[src/rtl/muldiv_pkg.sv]
// Shared encodings for the iterative multiply/divide unit.
// Op codes, FSM states and the counter-width helper.
package muldiv_pkg;

  localparam logic [1:0] OP_MULT  = 2'b00;
  localparam logic [1:0] OP_MULTU = 2'b01;
  localparam logic [1:0] OP_DIV   = 2'b10;
  localparam logic [1:0] OP_DIVU  = 2'b11;

  localparam logic [1:0] S_IDLE = 2'd0;
  localparam logic [1:0] S_MUL  = 2'd1;
  localparam logic [1:0] S_DIV  = 2'd2;

  function automatic int cnt_width(input int w);
    return $clog2(w + 1);
  endfunction

endpackage

[src/rtl/muldiv_iter_div_step.sv]
// One restoring-division step: shift in a dividend bit,
// trial-subtract the divisor, keep or restore.
module div_restoring_step #(
  parameter int WIDTH = 32
) (
  input  logic [WIDTH-1:0] rem_i,
  input  logic             bit_i,
  input  logic [WIDTH-1:0] divisor_i,
  output logic [WIDTH-1:0] rem_o,
  output logic             q_o
);

  logic [WIDTH:0] shifted;
  logic [WIDTH:0] diff;

  // diff[WIDTH] is the borrow: set only when shifted < divisor
  always_comb begin
    shifted = {rem_i, bit_i};
    diff    = shifted - {1'b0, divisor_i};
    q_o     = ~diff[WIDTH];
    rem_o   = q_o ? diff[WIDTH-1:0] : shifted[WIDTH-1:0];
  end

endmodule

[src/rtl/muldiv_iter.sv]
// Multi-cycle MULT/MULTU/DIV/DIVU unit producing HI/LO.
// One shift-add or restoring step per cycle, WIDTH steps.
module muldiv_iter
  import muldiv_pkg::*;
#(
  parameter int               WIDTH   = 32,
  parameter logic [WIDTH-1:0] DIV0_LO = '1
) (
  input  logic             clk,
  input  logic             rst,
  input  logic             start,
  input  logic [1:0]       op,
  input  logic [WIDTH-1:0] a,
  input  logic [WIDTH-1:0] b,
  input  logic             cancel,
  output logic             busy,
  output logic             valid,
  output logic [WIDTH-1:0] hi,
  output logic [WIDTH-1:0] lo,
  output logic             div_by_zero
);

  localparam int CW = cnt_width(WIDTH);

  logic [1:0]         state_q, state_d;
  logic [CW-1:0]      cnt_q, cnt_d;
  logic               neg_q, neg_d;
  logic               rneg_q, rneg_d;
  logic               dz_q, dz_d;
  logic [2*WIDTH-1:0] acc_q, acc_d;
  logic [WIDTH-1:0]   dvs_q, dvs_d;
  logic [WIDTH-1:0]   a_q, a_d;
  logic [WIDTH-1:0]   hi_q, hi_d;
  logic [WIDTH-1:0]   lo_q, lo_d;
  logic               valid_q, valid_d;
  logic               dbz_q, dbz_d;

  logic               is_div, is_sgn;
  logic               sa, sb;
  logic [WIDTH-1:0]   mag_a, mag_b;
  logic [WIDTH:0]     mul_sum;
  logic [2*WIDTH-1:0] mul_nxt, div_nxt;
  logic [2*WIDTH-1:0] step_nxt, prod_fix;
  logic [WIDTH-1:0]   div_rem, quo_fix, rem_fix;
  logic               div_q;

  div_restoring_step #(.WIDTH(WIDTH)) u_step (
    .rem_i    (acc_q[2*WIDTH-1:WIDTH]),
    .bit_i    (acc_q[WIDTH-1]),
    .divisor_i(dvs_q),
    .rem_o    (div_rem),
    .q_o      (div_q)
  );

  // acc holds {partial, multiplier} or {remainder, dividend/quotient}
  always_comb begin
    is_div = (op == OP_DIV) | (op == OP_DIVU);
    is_sgn = (op == OP_MULT) | (op == OP_DIV);
    sa     = a[WIDTH-1] & is_sgn;
    sb     = b[WIDTH-1] & is_sgn;
    mag_a  = sa ? -a : a;
    mag_b  = sb ? -b : b;

    mul_sum = {1'b0, acc_q[2*WIDTH-1:WIDTH]}
            + (acc_q[0] ? {1'b0, dvs_q} : '0);
    mul_nxt = {mul_sum, acc_q[WIDTH-1:1]};
    div_nxt = {div_rem, acc_q[WIDTH-2:0], div_q};

    step_nxt = (state_q == S_DIV) ? div_nxt : mul_nxt;
    prod_fix = neg_q ? -mul_nxt : mul_nxt;
    quo_fix  = neg_q ? -div_nxt[WIDTH-1:0] : div_nxt[WIDTH-1:0];
    rem_fix  = rneg_q ? -div_rem : div_rem;
  end

  always_comb begin
    state_d = state_q;
    cnt_d   = cnt_q;
    neg_d   = neg_q;
    rneg_d  = rneg_q;
    dz_d    = dz_q;
    acc_d   = acc_q;
    dvs_d   = dvs_q;
    a_d     = a_q;
    hi_d    = hi_q;
    lo_d    = lo_q;
    dbz_d   = dbz_q;
    valid_d = 1'b0;
    case (state_q)
      S_IDLE: begin
        if (start && !cancel) begin
          neg_d   = sa ^ sb;
          rneg_d  = sa;
          dz_d    = is_div & (b == '0);
          a_d     = a;
          acc_d   = {{WIDTH{1'b0}}, mag_a};
          dvs_d   = mag_b;
          cnt_d   = CW'(WIDTH);
          state_d = is_div ? S_DIV : S_MUL;
        end
      end
      S_MUL, S_DIV: begin
        acc_d = step_nxt;
        cnt_d = cnt_q - CW'(1);
        // the final step commits even if a flush arrives with it
        if (cnt_q == CW'(1)) begin
          state_d = S_IDLE;
          valid_d = 1'b1;
          dbz_d   = dz_q;
          if (state_q == S_MUL) begin
            {hi_d, lo_d} = prod_fix;
          end else if (dz_q) begin
            hi_d = a_q;
            lo_d = DIV0_LO;
          end else begin
            hi_d = rem_fix;
            lo_d = quo_fix;
          end
        end else if (cancel) begin
          state_d = S_IDLE;
        end
      end
      default: state_d = S_IDLE;
    endcase
  end

  always_ff @(posedge clk) begin
    if (rst) begin
      state_q <= S_IDLE;
      cnt_q   <= '0;
      neg_q   <= 1'b0;
      rneg_q  <= 1'b0;
      dz_q    <= 1'b0;
      acc_q   <= '0;
      dvs_q   <= '0;
      a_q     <= '0;
      hi_q    <= '0;
      lo_q    <= '0;
      valid_q <= 1'b0;
      dbz_q   <= 1'b0;
    end else begin
      state_q <= state_d;
      cnt_q   <= cnt_d;
      neg_q   <= neg_d;
      rneg_q  <= rneg_d;
      dz_q    <= dz_d;
      acc_q   <= acc_d;
      dvs_q   <= dvs_d;
      a_q     <= a_d;
      hi_q    <= hi_d;
      lo_q    <= lo_d;
      valid_q <= valid_d;
      dbz_q   <= dbz_d;
    end
  end

  assign busy        = (state_q != S_IDLE);
  assign valid       = valid_q;
  assign hi          = hi_q;
  assign lo          = lo_q;
  assign div_by_zero = dbz_q;

endmodule

[config.mk]
export PLATFORM = sky130hd
export DESIGN_NAME = muldiv_iter
export DESIGN_NICKNAME = d
export VERILOG_FILES = /design/src/rtl/muldiv_pkg.sv /design/src/rtl/muldiv_iter_div_step.sv /design/src/rtl/muldiv_iter.sv
export SDC_FILE = /design/constraint.sdc
export NUM_CORES = 1
export LEC_CHECK = 0
export BUFFER_PORTS_ARGS = -buffer_cell sky130_fd_sc_hd__buf_4
export CORE_MARGIN = 3
export CORE_UTILIZATION = 53
export DETAILED_ROUTE_END_ITERATION = 12
export PLACE_DENSITY = 0.72
export SYNTH_ARGS = -nofsm -noshare
export SYNTH_HDL_FRONTEND = slang
export SYNTH_SLANG_ARGS = --single-unit
export TNS_END_PERCENT = 1
[constraint.sdc]
create_clock -name clk -period 8 [get_ports clk]
set_input_delay 1.2 -clock clk [delete_from_list [all_inputs] [get_ports clk]]
set_output_delay 1.2 -clock clk [all_outputs]
set_load 0.01 [all_outputs]
==> impl_metrics.csv, run 1 <==
group,metric,value,unit
worst_setup_path,path_cells,"inv_1 > ha_1 > inv_1 > fa_1 > a211oi_1 > o21bai_1 > o311ai_1 > a31oi_1 > nor3_1 > buf_4 > nor2_4 > inv_2 > buf_4 > nor2_1 > a21oi_1 > ha_1 > nand4_1 > o31ai_1 > nand4_1 > o41ai_1 > xnor2_1 > a22oi_1 > a211oi_1",
die,row_count,66,
synth,synthArstFlopShare,0,%
die,die_w,188,um
timing,hold_violations,0,
layout,final_common_cell,"nand2_1",
worst_setup_path,worstSetupPathType,"register to register",
routing,met2_length,27.2,mm
worst_setup_path,r2r_slack,1.80,ns
clock_tree,cts_hold_buf,0,
grt,gr-total-overflow,0,
placed_design,hpwl,46.7,mm
timing,drv_slew,0,
grt,antenna_found_initial,0,
layout,n_fill_cell,3093,
worst_setup_path,critPathArrivalTime,6.65,ns
grt,grt_pass1_vias,17500,
routing,wl_met3,5.35,mm
timing,setup_ws,1.80,ns
synth,ys.flop_type,"dfxtp_1",
power,ir_drop,0.207,mV
clock_tree,root_buffer,"clkbuf_16",
grt,grt_usage,33.6,%
synth,ys_ff_latch,205,
layout,area_growth,11.2,%
worst_setup_path,rr_startpoint,"acc_q[31]",
clock_tree,clkSlewWorstSetupHoldPaths,0.06,ns
worst_setup_path,required,8.46,ns
synth,synth.distinct_cells,87,
timing,setup_violations,0,
synth,synth_cells,2455,
layout,drive_gt1_share,10.2,%
layout,antennaDiodeCount,0,
timing,rsz0062_at_grt,"no",
synth,synth_top_cell_area_share,23.3,%
timing,setup_tns,0,ns
clock_tree,cts_buffers,25,
clock_tree,clock-sinks,205,
die,die_h,188,um
routing,drc_errors,0,
power,p_leak,7.61,nW
layout,final_cell_mix,"nand2_1, nor2_1, a21oi_1",
worst_setup_path,crit_slowest_cell,"o31ai_1",
routing,firstDrtPassIters,5,
clock_tree,cts_max_level,1,
die,start_util,54.0,%
layout,seq_area,4110,um2
synth,syn-cell-area,17600,um2
worst_setup_path,max_stage_delay,0.76,ns
routing,vias,18900,
grt,grt_max_degree,98,
timing,hold_slack,0.457,ns
layout,fin_nets,2608,
placed_design,portBuffers,136,
timing,worst-slew-pin-transition,1.22,ns
synth,ys_warn_count,0,
synth,ys_seq_area_share,23.3,%
min_path,hold_class,"register to register",
worst_setup_path,endpoint,"hi[28]",
routing,avgRoutedWirePerCell,21.3,um
timing,period_share,77.4,%
worst_setup_path,timing.critical_path.fanout_max,38,
die,fp.dieArea,35400,um2
routing,wirelength,62.2,mm
routing,drtIter0Drc,2327,
timing,slew_headroom,18.5,%
timing,finClkSkew,0.00993,ns
clock_tree,cts_tree,"built",
clock_tree,post_cts_buffers,0,
routing,highest_layer,"met4",
timing,fin_crit,6.20,ns
flow_run,maxCapViolCount,0,
worst_setup_path,worstSetupStartpoint,"acc_q[31]",
clock_tree,cts.path.max_buffers,3,
synth,avgSynthCellArea,7.17,um2
grt,grt_pass1_wl,96.9,mm
clock_tree,clkLatencyLatePin,0.56,ns
timing,fmax,0.161,GHz
worst_setup_path,r2r_end,"hi[28]",
placed_design,dp_slack,2.02,ns
worst_setup_path,worst_setup_path_end_kind,"register",
synth,yosys.area.top_type,"dfxtp_1",
worst_setup_path,rr_worst_depth,23,
synth,synth_nets,2601,
status,outcome,"complete, no violations",
synth,synth_edf_count,0,
clock_tree,ctsResizeCount,0,
routing,antenna_left,0,
layout,multiInputGateArea,12600,um2
die,fp.coreArea,32600,um2
die,io_pins,137,
worst_setup_path,start_kind,"register",
synth,yosys-top-cells-area,"dfxtp_1, a21oi_1, nand2_1",
routing,wirelength_met1,27.2,mm
power,p_per_area,159,nW/um2
placed_design,gp_congestion,0.951,
routing,viasPerCell,6.46,
==> layer usage <==
layer / track usage [%] / up-vias
met4: 11.7 / 0
met2: 52.3 / 897
met5: 0 / -
li1: - / 8850
met1: 47.7 / 8992
met3: 4.89 / 148
==> power breakdown <==
part,switching (W),internal [W],leakage (nW)
Clock,0.000504,0.000696,0.412
Combinational,0.000508,0.000275,5.54
Sequential,0.0000596,0.00106,1.67
==> state kept, by name, indices dropped and copies added (netlist names), 2 cells and up <==
name,flops
cnt_q,6
dvs_q,32
a_q,32
lo,32
acc_q,64
hi,32
state_q,2
==> per-stage QoR <==
stage	cell area (um2)	total power [W]	utilization [%]	cells
6_report	19600	0.00310	60.0	2922
2_1_floorplan	17600	0.00166	-	2455
3_3_place_gp	18700	0.00189	57.3	2877
4_1_cts	19600	0.00309	60.0	2922
5_1_grt	19600	0.00322	60.0	2922
3_5_place_dp	18700	0.00190	57.3	2877
==> critical path: cells and delay by family (launching register included) <==
kind / cells / cell delay, ns
AOI/OAI and AO/OA: 9 / 2.92
DFF: 1 / 0.36
xor gates and xnor gates: 1 / 0.17
buffers and inverters: 5 / 0.88
adders and majority gates: 3 / 0.93
and+or+nand+nor: 5 / 0.84
==> cell usage after synthesis, types with 11 or more instances <==
cell / number
o31ai_1: 39
or4_1: 16
nor2_1: 267
o21ai_1: 11
xnor2_1: 106
nand4_1: 15
ha_1: 74
a311oi_1: 11
nand2_1: 323
o211ai_1: 44
nor3_1: 59
dfxtp_1: 205
or2_2: 15
o21ai_0: 127
clkbuf_1: 151
nand2b_1: 14
a21oi_1: 247
a221oi_1: 36
buf_1: 18
and2_1: 16
a211oi_1: 65
o21a_1: 20
inv_1: 73
and3_1: 13
nor4_1: 20
nand3_1: 31
o41ai_1: 13
xor2_1: 109
mux2i_1: 63
or3_1: 22
a31oi_1: 16
nor2b_1: 16
a21o_1: 42
==> worst min-delay path by stage <==
stage               startpoint        end  slack, ns  cells after the start
floorplan            dvs_q[31]  dvs_q[31]       0.43                      2
global placement        lo[21]     lo[21]       0.44                      1
detailed placement      lo[19]     lo[19]       0.45                      1
CTS                      hi[3]      hi[3]       0.46                      2
global route         dvs_q[31]  dvs_q[31]       0.47                      2
finish                  lo[19]     lo[19]       0.46                      1
==> kinds of logic after synthesis <==
family | Yosys count | share of synthesized area [%]
simple gates | 867 | 22.6
compound gates | 772 | 28.6
buf+inv | 253 | 5.54
xor+xnor | 215 | 10.7
flops | 205 | 23.3
fa+ha+maj | 76 | 5.49
mux | 67 | 3.84
==> cell type report <==
class                   instances  area share (%)
inverters                      74            1.42
repair buffers                159            6.12
flip-flops and latches        205            21.0
multi-input cells            1997            64.3
clock buffers                  27            3.34
clock inverters                18            1.06
well taps                     442            2.83
Note: power is estimated with default switching activity, not from simulation.
==> run 2, diff against run 1 <==
- clock period: 8 -> 6.3 ns (I/O delays scaled with it)
==> impl_metrics.csv, run 2 (synthesis results as in run 1) <==
group,metric,value,unit
clock_tree,root_buffer,"clkbuf_16",
flow_run,maxCapViolCount,0,
clock_tree,cts_max_level,1,
clock_tree,cts_tree,"built",
routing,vias,18700,
placed_design,hpwl,46.2,mm
power,power,0.00398,W
placed_design,portBuffers,136,
clock_tree,clock-sinks,205,
timing,fmax,0.170,GHz
worst_setup_path,worstSetupPathType,"register to register",
worst_setup_path,rr_startpoint,"acc_q[31]",
timing,fin_crit,5.87,ns
layout,final_cell_mix,"nand2_1, nor2_1, a21oi_1",
routing,drc_errors,0,
status,outcome,"complete, no violations",
die,row_count,66,
clock_tree,clkSlewWorstSetupHoldPaths,0.07,ns
grt,grt_max_degree,94,
die,die_w,188,um
min_path,min_from,"a_q[15]",
routing,viasPerCell,6.38,
timing,period_share,93.1,%
layout,antennaDiodeCount,0,
grt,grt_usage,32.9,%
timing,slew_headroom,16.9,%
clock_tree,post_cts_buffers,0,
die,fp.coreArea,32600,um2
routing,firstDrtPassIters,7,
routing,avgRoutedWirePerCell,20.9,um
die,io_pins,137,
clock_tree,cts_hold_buf,0,
layout,final_common_cell,"nand2_1",
layout,final_cells,2926,
die,fp.dieArea,35400,um2
clock_tree,clkLatencyLatePin,0.54,ns
layout,drive_gt1_share,10.3,%
timing,setup_violations,0,
layout,largest_reg_flops,64,
die,die_h,188,um
worst_setup_path,worst_setup_path_end_kind,"register",
layout,fin_nets,2611,
placed_design,post_dp_cell_area,18700,um2
routing,antenna_left,0,
timing,hold_violations,0,
clock_tree,ctsResizeCount,0,
grt,antenna_found_initial,0,
timing,rsz0062_at_grt,"no",
die,start_util,54.0,%
power,p_per_area,203,nW/um2
layout,design_area,19600,um2
worst_setup_path,critPathArrivalTime,6.32,ns
power,p_leak,7.64,nW
worst_setup_path,worstSetupStartpoint,"acc_q[31]",
worst_setup_path,required,6.76,ns
layout,n_fill_cell,3121,
routing,wirelength,61.2,mm
placed_design,gp_congestion,0.968,
placed_design,place_inst,2880,
timing,finClkSkew,0.0182,ns
worst_setup_path,start_kind,"register",
clock_tree,cts.path.max_buffers,3,
grt,grt_pass1_wl,95.1,mm
routing,drtIter0Drc,2157,
timing,setup_tns,0,ns
grt,grt_pass1_vias,17200,
power,ir_drop,0.240,mV
clock_tree,cts_buffers,25,
layout,fin_util,60.1,%
grt,gr-total-overflow,0,
layout,area_growth,11.4,%
layout,regMostFlops,"acc_q",
timing,drv_slew,0,
worst_setup_path,timing.critical_path.fanout_max,11,
min_path,hold_class,"register to register",
timing,worst-slew-pin-transition,1.24,ns
run 2: changes by cell type in the layout (fill, tap and decap cells not counted), sizes merged:
cell	before	now
buf	159	162
bufinv	3	4
clkbuf	27	31
clkinv	8	5
clkinvlp	5	4
run 2: report_power, final:
group          switching (W)  internal [W]
clock network       0.000621      0.000943
logic               0.000635      0.000351
registers          0.0000849       0.00135
total                0.00134       0.00264
run 2: final timing paths:
check / cells past startpoint / slack [ns] / to
hold / removal: 2 / 0.46 / a_q[15]
setup reg to reg: 19 / 0.43 / hi[28]
setup / recovery: 19 / 0.43 / hi[28]
hold reg to reg: 2 / 0.46 / a_q[15]
run 2: routing by layer:
layer,up-vias,wire (um),track usage [%]
met5,-,0,0
met4,0,2120,10.9
met3,121,5430,4.04
met2,918,26600,51.3
met1,8782,27100,47.4
li1,8860,-,-
run 2: stage by stage:
step	hold slack, ns	setup slack [ns]
final	0.455	0.432
after detailed placement	0.446	0.703
after global routing	0.472	0.0910
after floorplan	0.432	1.02
after global placement	0.436	0.927
after CTS	0.457	0.668
run 2: layout make-up:
class                      instances  area (um2)  share of cell area (%)
multi-input combinational       1997       12600                    64.1
sequential                       205        4110                    20.9
timing repair buffer             162        1220                    6.22
clock buffer                      31         688                    3.51
tap                              442         553                    2.82
inverter                          74         278                    1.42
clock inverter                    15         196                    1.00
run 2: critical path, stage by stage (launching register included):
cell and delay, ns:
dfxtp_1 0.38, inv_1 0.17, ha_1 0.23, inv_1 0.06, fa_1 0.42, a211oi_1 0.24
o21bai_1 0.18, o311ai_1 0.48, a31oi_1 0.28, o21a_1 0.38, nor2_4 0.20, mux2i_1 0.31
ha_1 0.28, nand4_1 0.13, o31ai_1 0.70, nand4_1 0.36, o41ai_1 0.45, xnor2_1 0.17
a22oi_1 0.09, a211oi_1 0.26
